**src/rtl/conv_scan_ctrl_if.sv**
```systemverilog
// Scan-controller bundle: start/stall in from the sequencer, weight-load and MAC-step controls out.
interface conv_scan_ctrl_if #(
  parameter int AW = 4,
  parameter int KW = 2,
  parameter int OW = 5
);
  logic          start;
  logic          stall;
  logic [AW-1:0] w_raddr;
  logic          w_load;
  logic [AW-1:0] w_lidx;
  logic [KW-1:0] x;
  logic [KW-1:0] y;
  logic [OW-1:0] X;
  logic [OW-1:0] Y;
  logic          mac_valid;
  logic          mac_first;
  logic          mac_last;
  logic          busy;
  logic          finish;

  modport master (
    output start, stall,
    input  w_raddr, w_load, w_lidx, x, y, X, Y,
    input  mac_valid, mac_first, mac_last, busy, finish
  );

  modport slave (
    input  start, stall,
    output w_raddr, w_load, w_lidx, x, y, X, Y,
    output mac_valid, mac_first, mac_last, busy, finish
  );
endinterface

```
**src/rtl/conv_scan_ctrl.sv**
```systemverilog
// Convolution scan sequencer: loads KSIZE^2 weights (1-cycle memory latency), then walks x,y,X,Y.
// Latency: start->LOAD next cycle; stall freezes the scan counters only (LOAD ignores it).
module conv_scan_ctrl #(
  parameter int KSIZE = 3,
  parameter int OSIZE = 19,
  parameter int AW    = 4
) (
  input logic             clk,
  input logic             xrst,
  conv_scan_ctrl_if.slave bus
);
  localparam logic [1:0] S_IDLE = 2'd0;
  localparam logic [1:0] S_LOAD = 2'd1;
  localparam logic [1:0] S_SCAN = 2'd2;
  localparam logic [1:0] S_DONE = 2'd3;

  localparam int NTAP = KSIZE * KSIZE;
  localparam int KW   = (KSIZE > 1) ? $clog2(KSIZE) : 1;
  localparam int OW   = (OSIZE > 1) ? $clog2(OSIZE) : 1;
  localparam int LW   = $clog2(NTAP + 1);

  localparam logic [KW-1:0] KMAX = KW'(KSIZE - 1);
  localparam logic [OW-1:0] OMAX = OW'(OSIZE - 1);

  logic [1:0]    state;
  logic [1:0]    state_nxt;
  logic [1:0]    rst_sync;
  logic          run;
  logic [LW-1:0] lcnt;
  logic [AW-1:0] raddr;
  logic [AW-1:0] lidx;
  logic          wload;
  logic [KW-1:0] cx;
  logic [KW-1:0] cy;
  logic [OW-1:0] cpx;
  logic [OW-1:0] cpy;
  logic          busy_q;
  logic          finish_q;
  logic          scan_q;
  logic          in_load;
  logic          step;
  logic          wrap_x;
  logic          wrap_y;
  logic          wrap_px;
  logic          wrap_py;

  assign run     = rst_sync[1];
  assign in_load = (state == S_LOAD);
  assign step    = (state == S_SCAN) && !bus.stall;
  assign wrap_x  = (cx == KMAX);
  assign wrap_y  = (cy == KMAX);
  assign wrap_px = (cpx == OMAX);
  assign wrap_py = (cpy == OMAX);

  // Start is held off until the release of xrst has passed through two flops.
  always_ff @(posedge clk or negedge xrst) begin
    if (!xrst) begin
      rst_sync <= 2'b00;
    end else begin
      rst_sync <= {rst_sync[0], 1'b1};
    end
  end

  always_comb begin
    state_nxt = state;
    case (state)
      S_IDLE: if (bus.start && run) state_nxt = S_LOAD;
      S_LOAD: if (lcnt == LW'(NTAP)) state_nxt = S_SCAN;
      S_SCAN: if (step && wrap_x && wrap_y && wrap_px && wrap_py) state_nxt = S_DONE;
      S_DONE: state_nxt = S_IDLE;
      default: state_nxt = S_IDLE;
    endcase
  end

  always_ff @(posedge clk or negedge xrst) begin
    if (!xrst) begin
      state    <= S_IDLE;
      busy_q   <= 1'b0;
      finish_q <= 1'b0;
      scan_q   <= 1'b0;
    end else begin
      state    <= state_nxt;
      busy_q   <= (state_nxt != S_IDLE);
      finish_q <= (state_nxt == S_DONE);
      scan_q   <= (state_nxt == S_SCAN);
    end
  end

  // lcnt counts LOAD cycles; address k is issued in cycle k and captured one cycle later.
  always_ff @(posedge clk or negedge xrst) begin
    if (!xrst) begin
      lcnt  <= '0;
      raddr <= '0;
      wload <= 1'b0;
      lidx  <= '0;
    end else begin
      lcnt  <= (in_load && state_nxt == S_LOAD) ? lcnt + 1'b1 : '0;
      raddr <= (in_load && lcnt < LW'(NTAP - 1)) ? AW'(lcnt + 1'b1) : '0;
      wload <= in_load && (lcnt < LW'(NTAP));
      lidx  <= (in_load && lcnt < LW'(NTAP)) ? raddr : '0;
    end
  end

  always_ff @(posedge clk or negedge xrst) begin
    if (!xrst) begin
      cx  <= '0;
      cy  <= '0;
      cpx <= '0;
      cpy <= '0;
    end else if (step) begin
      cx <= wrap_x ? '0 : cx + 1'b1;
      if (wrap_x) begin
        cy <= wrap_y ? '0 : cy + 1'b1;
        if (wrap_y) begin
          cpx <= wrap_px ? '0 : cpx + 1'b1;
          if (wrap_px) cpy <= wrap_py ? '0 : cpy + 1'b1;
        end
      end
    end
  end

  assign bus.w_raddr = raddr;
  assign bus.w_load  = wload;
  assign bus.w_lidx  = lidx;
  assign bus.x       = cx;
  assign bus.y       = cy;
  assign bus.X       = cpx;
  assign bus.Y       = cpy;
  assign bus.busy    = busy_q;
  assign bus.finish  = finish_q;

  // A stalled cycle must not count as a MAC step, so valid is gated by this cycle's stall.
  assign bus.mac_valid = scan_q & ~bus.stall;
  assign bus.mac_first = bus.mac_valid & (cx == '0) & (cy == '0);
  assign bus.mac_last  = bus.mac_valid & wrap_x & wrap_y;
endmodule

```
**src/flat_wrapper.sv**
```systemverilog
// flat-port wrapper written by rule: the top's interface ports become plain ports
module conv_scan_ctrl_flat 
#(
  parameter int KSIZE = 3,
  parameter int OSIZE = 19,
  parameter int AW    = 4
)
  (clk, xrst, bus_start, bus_stall, bus_w_raddr, bus_w_load, bus_w_lidx, bus_x, bus_y, bus_X, bus_Y, bus_mac_valid, bus_mac_first, bus_mac_last, bus_busy, bus_finish);
  conv_scan_ctrl_if #(.AW(AW), .KW(2), .OW(5)) bus_i ();
  input logic clk;
  input logic xrst;
  input wire logic [$bits(bus_i.start)-1:0] bus_start;
  input wire logic [$bits(bus_i.stall)-1:0] bus_stall;
  output wire logic [$bits(bus_i.w_raddr)-1:0] bus_w_raddr;
  output wire logic [$bits(bus_i.w_load)-1:0] bus_w_load;
  output wire logic [$bits(bus_i.w_lidx)-1:0] bus_w_lidx;
  output wire logic [$bits(bus_i.x)-1:0] bus_x;
  output wire logic [$bits(bus_i.y)-1:0] bus_y;
  output wire logic [$bits(bus_i.X)-1:0] bus_X;
  output wire logic [$bits(bus_i.Y)-1:0] bus_Y;
  output wire logic [$bits(bus_i.mac_valid)-1:0] bus_mac_valid;
  output wire logic [$bits(bus_i.mac_first)-1:0] bus_mac_first;
  output wire logic [$bits(bus_i.mac_last)-1:0] bus_mac_last;
  output wire logic [$bits(bus_i.busy)-1:0] bus_busy;
  output wire logic [$bits(bus_i.finish)-1:0] bus_finish;
  assign bus_i.start = bus_start;
  assign bus_i.stall = bus_stall;
  assign bus_w_raddr = bus_i.w_raddr;
  assign bus_w_load = bus_i.w_load;
  assign bus_w_lidx = bus_i.w_lidx;
  assign bus_x = bus_i.x;
  assign bus_y = bus_i.y;
  assign bus_X = bus_i.X;
  assign bus_Y = bus_i.Y;
  assign bus_mac_valid = bus_i.mac_valid;
  assign bus_mac_first = bus_i.mac_first;
  assign bus_mac_last = bus_i.mac_last;
  assign bus_busy = bus_i.busy;
  assign bus_finish = bus_i.finish;
  conv_scan_ctrl #(.KSIZE(KSIZE), .OSIZE(OSIZE), .AW(AW)) u_core (.clk(clk), .xrst(xrst), .bus(bus_i));
endmodule
```
**config.mk**
```make
export PLATFORM = sky130hd
export DESIGN_NAME = conv_scan_ctrl_flat
export DESIGN_NICKNAME = d
export VERILOG_FILES = /design/src/rtl/conv_scan_ctrl_if.sv /design/src/rtl/conv_scan_ctrl.sv /design/src/flat_wrapper.sv
export SDC_FILE = /design/constraint.sdc
export NUM_CORES = 1
export LEC_CHECK = 0
export BUFFER_PORTS_ARGS = -buffer_cell sky130_fd_sc_hd__clkbuf_2
export CAP_MARGIN = 10
export CORE_ASPECT_RATIO = 1.4
export CORE_UTILIZATION = 40
export DETAILED_ROUTE_END_ITERATION = 8
export SLEW_MARGIN = 25
export SYNTH_ARGS = -nofsm -noshare
export SYNTH_HDL_FRONTEND = slang
export SYNTH_SLANG_ARGS = --single-unit
```
**constraint.sdc**
```tcl
create_clock -name clk -period 1.7 [get_ports clk]
set_input_delay 0 -clock clk [delete_from_list [all_inputs] [get_ports clk]]
set_output_delay 0 -clock clk [all_outputs]
set_load 0.005 [all_outputs]
```
==> flow_metrics.env, run 1 <==
export IMPL_io_buffers=31
export IMPL_critical_path_required_ns=1.89
export IMPL_grt_util_all_layers_pct=17.4
export IMPL_start_kind="register"
export IMPL_drt_pre_antenna_iters=4
export IMPL_cp_arrival_ns=1.85
export IMPL_clock_skew_ns=0.00580
export IMPL_pin_count=32
export IMPL_power_density_nw_per_um2=1040
export IMPL_yosysSeqAreaShare_pct=56.1
export IMPL_cts_root_buf="clkbuf_8"
export IMPL_drive_gt1_share_pct=33.2
export IMPL_cts_htree_levels=2
export IMPL_die_area_sq_um=4050
export IMPL_synth_top_area_share_pct=56.1
export IMPL_yosys_area_top_type="dfrtp_1"
export IMPL_ant_nets=0
export IMPL_nets=194
export IMPL_viasPerCell=5.02
export IMPL_syn_area_per_cell_sq_um=11.2
export IMPL_clk_latency_ns=0.29
export IMPL_tns_ns=0
export IMPL_slew_violations=0
export IMPL_critical_path_class="register to register"
export IMPL_wl_met2_mm=1.65
export IMPL_grt_ovfl_total=0
export IMPL_synth_seq_cells=34
export IMPL_drt_iter0_drc=15
export IMPL_final_instance_count_excl_fill=226
export IMPL_end_kind="register"
export IMPL_syn_nets=146
export IMPL_tightest_slew_ns=0.839
export IMPL_clk_path_buf_depth=2
export IMPL_yosys_top_cells_area="dfrtp_1, ha_1, nor2_1"
export IMPL_wl_per_cell_um=13.6
export IMPL_die_h_um=74.9
export IMPL_dp_cells=217
export IMPL_max_slew_margin_pct=44.1
export IMPL_core_area_sq_um=3640
export IMPL_synth_area_sq_um=1520
export IMPL_dr_total_vias=1135
export IMPL_topRoutingLayerUsed="met4"
export IMPL_setup_viol=0
export IMPL_hold_path_endpoint="u_core.state[0]$_DFF_PN0_"
export IMPL_hold_worst_slack_ns=0.00958
export IMPL_r2r_end="u_core.bus.Y[4]$_DFFE_PN0P_"
export IMPL_cts_sinks=34
export IMPL_post_route_period_util_pct=97.6
export IMPL_reg2reg_slack_ns=0.04
export IMPL_hold_viol_final=0
export IMPL_grt_pass1_wl_mm=4.86
export IMPL_hpwl_mm=2.22
export IMPL_wl_met1_mm=1.24
export IMPL_die_w_um=54.1
export IMPL_worstRegToRegCells=6
export IMPL_met3WireLength_um=107
export IMPL_cap_violations=0
export IMPL_synth_cell_types=36
export IMPL_peakVddDrop_mv=0.853
export IMPL_wl_mm=3.06
export IMPL_rows=26
export IMPL_outcome="completed"
export IMPL_syn_inst=135
export IMPL_grt_pass1_vias=1080
export IMPL_hold_path_startpoint="bus_start"
export IMPL_grt_antenna_before_repair=0
export IMPL_numCtsBuffers=5
export IMPL_antenna_cells=0
export IMPL_area_growth_synth_to_final_pct=26.1
export IMPL_timing_rr_start="u_core.bus.X[0]$_DFFE_PN0P_"
export IMPL_p_leak_nw=0.944
export IMPL_grt_start_max_net_pins=35
export IMPL_ys_warn_count=0
export IMPL_gp_congestion=0.740
export IMPL_initial_utilization_pct=41.7
export IMPL_clk_transition_reported_paths_ns=0.07
export IMPL_hold_depth=3
export IMPL_drcViolationCount=0
export IMPL_post_route_min_period_ns=1.66
export IMPL_cts_setup_buffers=0
export IMPL_worstPathMaxFanout=8
export IMPL_min_path_type="input port to register"
export IMPL_cts_tree="yes"
export IMPL_timing_fmax_mhz=603
## cells in the mapped netlist (all sizes together)
cell type / instances
o21ai: 6
nor3b: 2
a211oi: 1
conb: 1
nor3: 1
and2: 4
buf: 1
a21boi: 1
nand4bb: 1
mux2: 4
xnor2: 3
nand2b: 4
a31oi: 2
nand2: 11
o2bb2ai: 1
and3: 3
nand4: 3
dfrtp: 34
nor2: 19
nand3: 4
and4bb: 2
nand3b: 2
a21oi: 2
or3b: 1
inv: 6
nor2b: 2
nor4b: 2
xor2: 2
ha: 7
a311oi: 1
o41ai: 1
nor4bb: 1
## worst max path at each step
stage | from | to | cells past startpoint
after floorplan | u_core.bus.X[0]$_DFFE_PN0P_ | u_core.bus.Y[2]$_DFFE_PN0P_ | 7
after global placement | u_core.bus.X[0]$_DFFE_PN0P_ | u_core.bus.Y[1]$_DFFE_PN0P_ | 5
after detailed placement | u_core.bus.X[0]$_DFFE_PN0P_ | u_core.bus.Y[4]$_DFFE_PN0P_ | 6
after CTS | u_core.bus.X[0]$_DFFE_PN0P_ | u_core.bus.Y[4]$_DFFE_PN0P_ | 6
after global routing | u_core.bus.X[0]$_DFFE_PN0P_ | u_core.bus.Y[4]$_DFFE_PN0P_ | 6
final | u_core.bus.X[0]$_DFFE_PN0P_ | u_core.bus.Y[4]$_DFFE_PN0P_ | 6
## per-stage QoR
stage | power, mW | cell area (sq um) | worst slack [ns] | utilization (%)
after global placement | 1.37 | 1790 | 0.0939 | 49.1
final | 1.99 | 1910 | 0.0404 | 52.5
after detailed placement | 1.38 | 1790 | -0.00848 | 49.1
after floorplan | 1.15 | 1520 | 0.0532 | -
after global routing | 2.11 | 1910 | -0.0150 | 52.5
after CTS | 2.01 | 1900 | 0.00616 | 52.0
## flip-flops by register name, indices dropped and copies added, names as in the netlist
| name | flops |
|---|---|
| u_core.bus.X | 5 |
| u_core.state | 2 |
| u_core.bus.busy | 1 |
| u_core.bus.x | 2 |
| u_core.bus.w_load | 1 |
| u_core.bus.w_raddr | 4 |
| u_core.lcnt | 4 |
| u_core.scan_q | 1 |
| u_core.bus.y | 2 |
| u_core.rst_sync | 2 |
| u_core.bus.Y | 5 |
| u_core.bus.finish | 1 |
| u_core.bus.w_lidx | 4 |
## report_power, final
group / internal (mW) / switching [mW]
Clock: 0.325 / 0.293
Combinational: 0.225 / 0.205
Sequential: 0.882 / 0.0630
## what timing repair did
action                                  4_1_cts  5_1_grt
cloned                                        0        0
hold buffers                                  1        0
endpoints found under the hold margin        34        0
gates resized for setup                       1        3
endpoints found under the setup margin        1        4
## layer usage
| metal | track usage [%] | vias to the layer above |
|---|---|---|
| li1 | - | 556 |
| met1 | 18.8 | 550 |
| met2 | 28.9 | 21 |
| met3 | 5.86 | 8 |
| met4 | 10.3 | 0 |
| met5 | 0 | - |
## area by class of cell
| type | count | area (sq um) |
|---|---|---|
| Tap cell | 42 | 52.6 |
| Timing Repair Buffer | 42 | 240 |
| Multi-Input combinational cell | 94 | 652 |
| Clock buffer | 6 | 82.6 |
| Inverter | 6 | 22.5 |
| Sequential cell | 34 | 851 |
| Clock inverter | 2 | 12.5 |
| Fill cell | 343 | 1730 |
## layout by cell type, fill, tap and decap left out, types with 3 or more instances in the layout
cell type	synthesis	final
ha_1	7	7
nand4_1	3	3
buf_4	0	10
xnor2_1	3	3
nand2b_1	4	4
mux2_2	4	4
dfrtp_1	34	34
clkbuf_8	0	6
nor2_1	18	18
and2_1	4	4
clkbuf_2	0	31
nand3_1	4	4
nand2_1	11	11
inv_1	6	6
o21ai_0	6	6
## critical path, stage by stage, from the launching register on
cell and delay [ns]:
dfrtp_1 0.34, inv_1 0.05, ha_1 0.20, and4bb_4 0.21
and3_2 0.26, and3_1 0.21, a311oi_2 0.28
## kinds of logic (layout without fill, tap and decap cells)
family                     Yosys count  in the layout  share of synthesized area [%]
AOI/OAI and AO/OA                   15             15                           6.18
xor gates and xnor gates             5              5                           2.89
adders and majority gates            7              7                           5.77
buffers and inverters                7             56                           2.23
DFF                                 34             34                           56.1
muxes                                4              4                           2.97
other                                1              1                          0.247
and+or+nand+nor                     62             62                           23.7
(Power assumes the default switching activity.)
==> inputs of run 2 (changes only) <==
--- a/config.mk
+++ b/config.mk
@@ -10,6 +10,7 @@
 export CORE_ASPECT_RATIO = 1.4
 export CORE_UTILIZATION = 40
 export DETAILED_ROUTE_END_ITERATION = 8
+export SETUP_SLACK_MARGIN = 0.05
 export SLEW_MARGIN = 25
 export SYNTH_ARGS = -nofsm -noshare
 export SYNTH_HDL_FRONTEND = slang
==> flow_metrics.env, run 2 (synthesis results as in run 1) <==
export IMPL_slew_violations=0
export IMPL_clock_skew_ns=0.00585
export IMPL_cp_arrival_ns=1.78
export IMPL_io_buffers=31
export IMPL_worstPathMaxFanout=8
export IMPL_max_slew_margin_pct=43.9
export IMPL_peakVddDrop_mv=0.856
export IMPL_p_seq_share_pct=47.4
export IMPL_die_h_um=74.9
export IMPL_pwr_share_clk_pct=31.1
export IMPL_pin_count=32
export IMPL_antenna_cells=0
export IMPL_post_route_period_util_pct=93.1
export IMPL_finalPower_mw=2.00
export IMPL_die_w_um=54.1
export IMPL_wl_met2_mm=1.65
export IMPL_cts_htree_levels=2
export IMPL_initial_utilization_pct=41.7
export IMPL_end_kind="register"
export IMPL_wl_mm=3.06
export IMPL_layout_commonest_cell="dfrtp_1"
export IMPL_hpwl_mm=2.22
export IMPL_wl_met1_mm=1.23
export IMPL_min_path_type="input port to register"
export IMPL_met3WireLength_um=107
export IMPL_ant_nets=0
export IMPL_timing_fmax_mhz=632
export IMPL_topRoutingLayerUsed="met4"
export IMPL_setup_viol=0
export IMPL_grt_pass1_vias=1074
export IMPL_cts_sinks=34
export IMPL_power_density_nw_per_um2=1040
export IMPL_dr_total_vias=1134
export IMPL_grt_pass1_wl_mm=4.84
export IMPL_swShare_pct=28.2
export IMPL_drcViolationCount=0
export IMPL_power_internal_mw=1.43
export IMPL_pwr_share_comb_pct=21.6
export IMPL_clk_transition_reported_paths_ns=0.07
export IMPL_cts_tree="yes"
export IMPL_critical_path_required_ns=1.89
export IMPL_grt_ovfl_total=0
export IMPL_clk_latency_ns=0.29
export IMPL_nets=194
export IMPL_hold_path_startpoint="bus_start"
export IMPL_hold_viol_final=0
export IMPL_drt_iter0_drc=11
export IMPL_cts_root_buf="clkbuf_8"
export IMPL_numCtsBuffers=5
export IMPL_final_cell_mix="dfrtp_1, clkbuf_2, nor2_1"
export IMPL_grt_antenna_before_repair=0
export IMPL_start_kind="register"
export IMPL_die_area_sq_um=4050
export IMPL_drive_gt1_share_pct=34.2
export IMPL_placed_cell_area_sq_um=1790
export IMPL_critical_path_class="register to register"
export IMPL_rows=26
export IMPL_grt_start_max_net_pins=35
export IMPL_design_area_sq_um=1930
export IMPL_tns_ns=0
export IMPL_cts_setup_buffers=0
export IMPL_crit_path_start="u_core.bus.X[0]$_DFFE_PN0P_"
export IMPL_timing_rr_start="u_core.bus.X[0]$_DFFE_PN0P_"
export IMPL_post_route_min_period_ns=1.58
export IMPL_clk_path_buf_depth=2
export IMPL_area_growth_synth_to_final_pct=26.9
export IMPL_outcome="completed"
export IMPL_rsz0062_at_grt="true"
export IMPL_p_leak_nw=0.941
export IMPL_grt_util_all_layers_pct=17.3
export IMPL_dpl_worst_slack_ns=-0.00848
export IMPL_viasPerCell=5.02
export IMPL_gp_congestion=0.740
export IMPL_wl_per_cell_um=13.5
export IMPL_setup_ws_ns=0.117
export IMPL_core_area_sq_um=3640
export IMPL_tightest_slew_ns=0.841
export IMPL_p_switching_uw=562
export IMPL_drt_pre_antenna_iters=4
export IMPL_cap_violations=0
==> run 2: cell types whose count changed in the layout (fill, tap and decap cells not counted) <==
cell and delta:
and3_2 -1, nor4bb_2 +1, and3_4 +1, or3b_4 +1
or3b_1 -1, nor4bb_1 -1
==> run 2: final cells by class <==
type / count / area [sq um]
inverter: 6 / 22.5
clock inverter: 2 / 12.5
multi-input combinational: 94 / 664
tap: 42 / 52.6
timing repair buffer: 42 / 240
fill: 341 / 1720
sequential: 34 / 851
clock buffer: 6 / 82.6
==> run 2: worst max-delay path: stages (launching register included) <==
cell	delay (ns)
dfrtp_1	0.34
inv_1	0.05
ha_1	0.20
and4bb_4	0.21
and3_4	0.21
and3_1	0.20
a311oi_2	0.27
==> run 2: through the flow <==
step                util (%)  std cells  hold slack, ns
finish                  52.9        226         0.00936
global route            52.9        226          0.0241
CTS                     52.3        226         0.00321
detailed placement      49.1        217           0.147
global placement        49.1        217           0.134
floorplan                  -        135          -0.296
==> run 2: layer usage <==
layer | vias to the layer above | GRT usage, %
li1 | 557 | -
met1 | 548 | 18.8
met2 | 21 | 28.8
met3 | 8 | 5.86
met4 | 0 | 9.97
met5 | - | 0
==> run 2: repair_timing <==
item                                   in CTS  in global routing
setup endpoints to repair                   3                  9
pin swaps                                   0                  1
hold buffers                                1                  0
gates resized for setup                     3                  4
endpoints found under the hold margin      34                  0
==> run 2: power groups by stage <==
stage	clock [mW]	sequential, mW	combinational [mW]
after global placement	0	0.953	0.413
final	0.620	0.945	0.430
after CTS	0.645	0.943	0.427
after floorplan	0	0.994	0.157
after detailed placement	0	0.959	0.423
after global routing	0.673	0.956	0.479
==> run 2: final timing paths <==
| kind | cells after the start | slack (ns) | to |
|---|---|---|---|
| setup / recovery | 6 | 0.12 | u_core.bus.Y[4]$_DFFE_PN0P_ |
| setup reg to reg | 6 | 0.12 | u_core.bus.Y[4]$_DFFE_PN0P_ |
| hold / removal | 3 | 0.009 | u_core.state[0]$_DFF_PN0_ |
| min in group asynchronous | 2 | 0.35 | u_core.bus.y[1]$_DFFE_PN0P_ |
| max in group asynchronous | 2 | 0.83 | u_core.bus.w_load$_DFF_PN0_ |
| hold reg to reg | 0 | 0.36 | u_core.rst_sync[1]$_DFF_PN0_ |
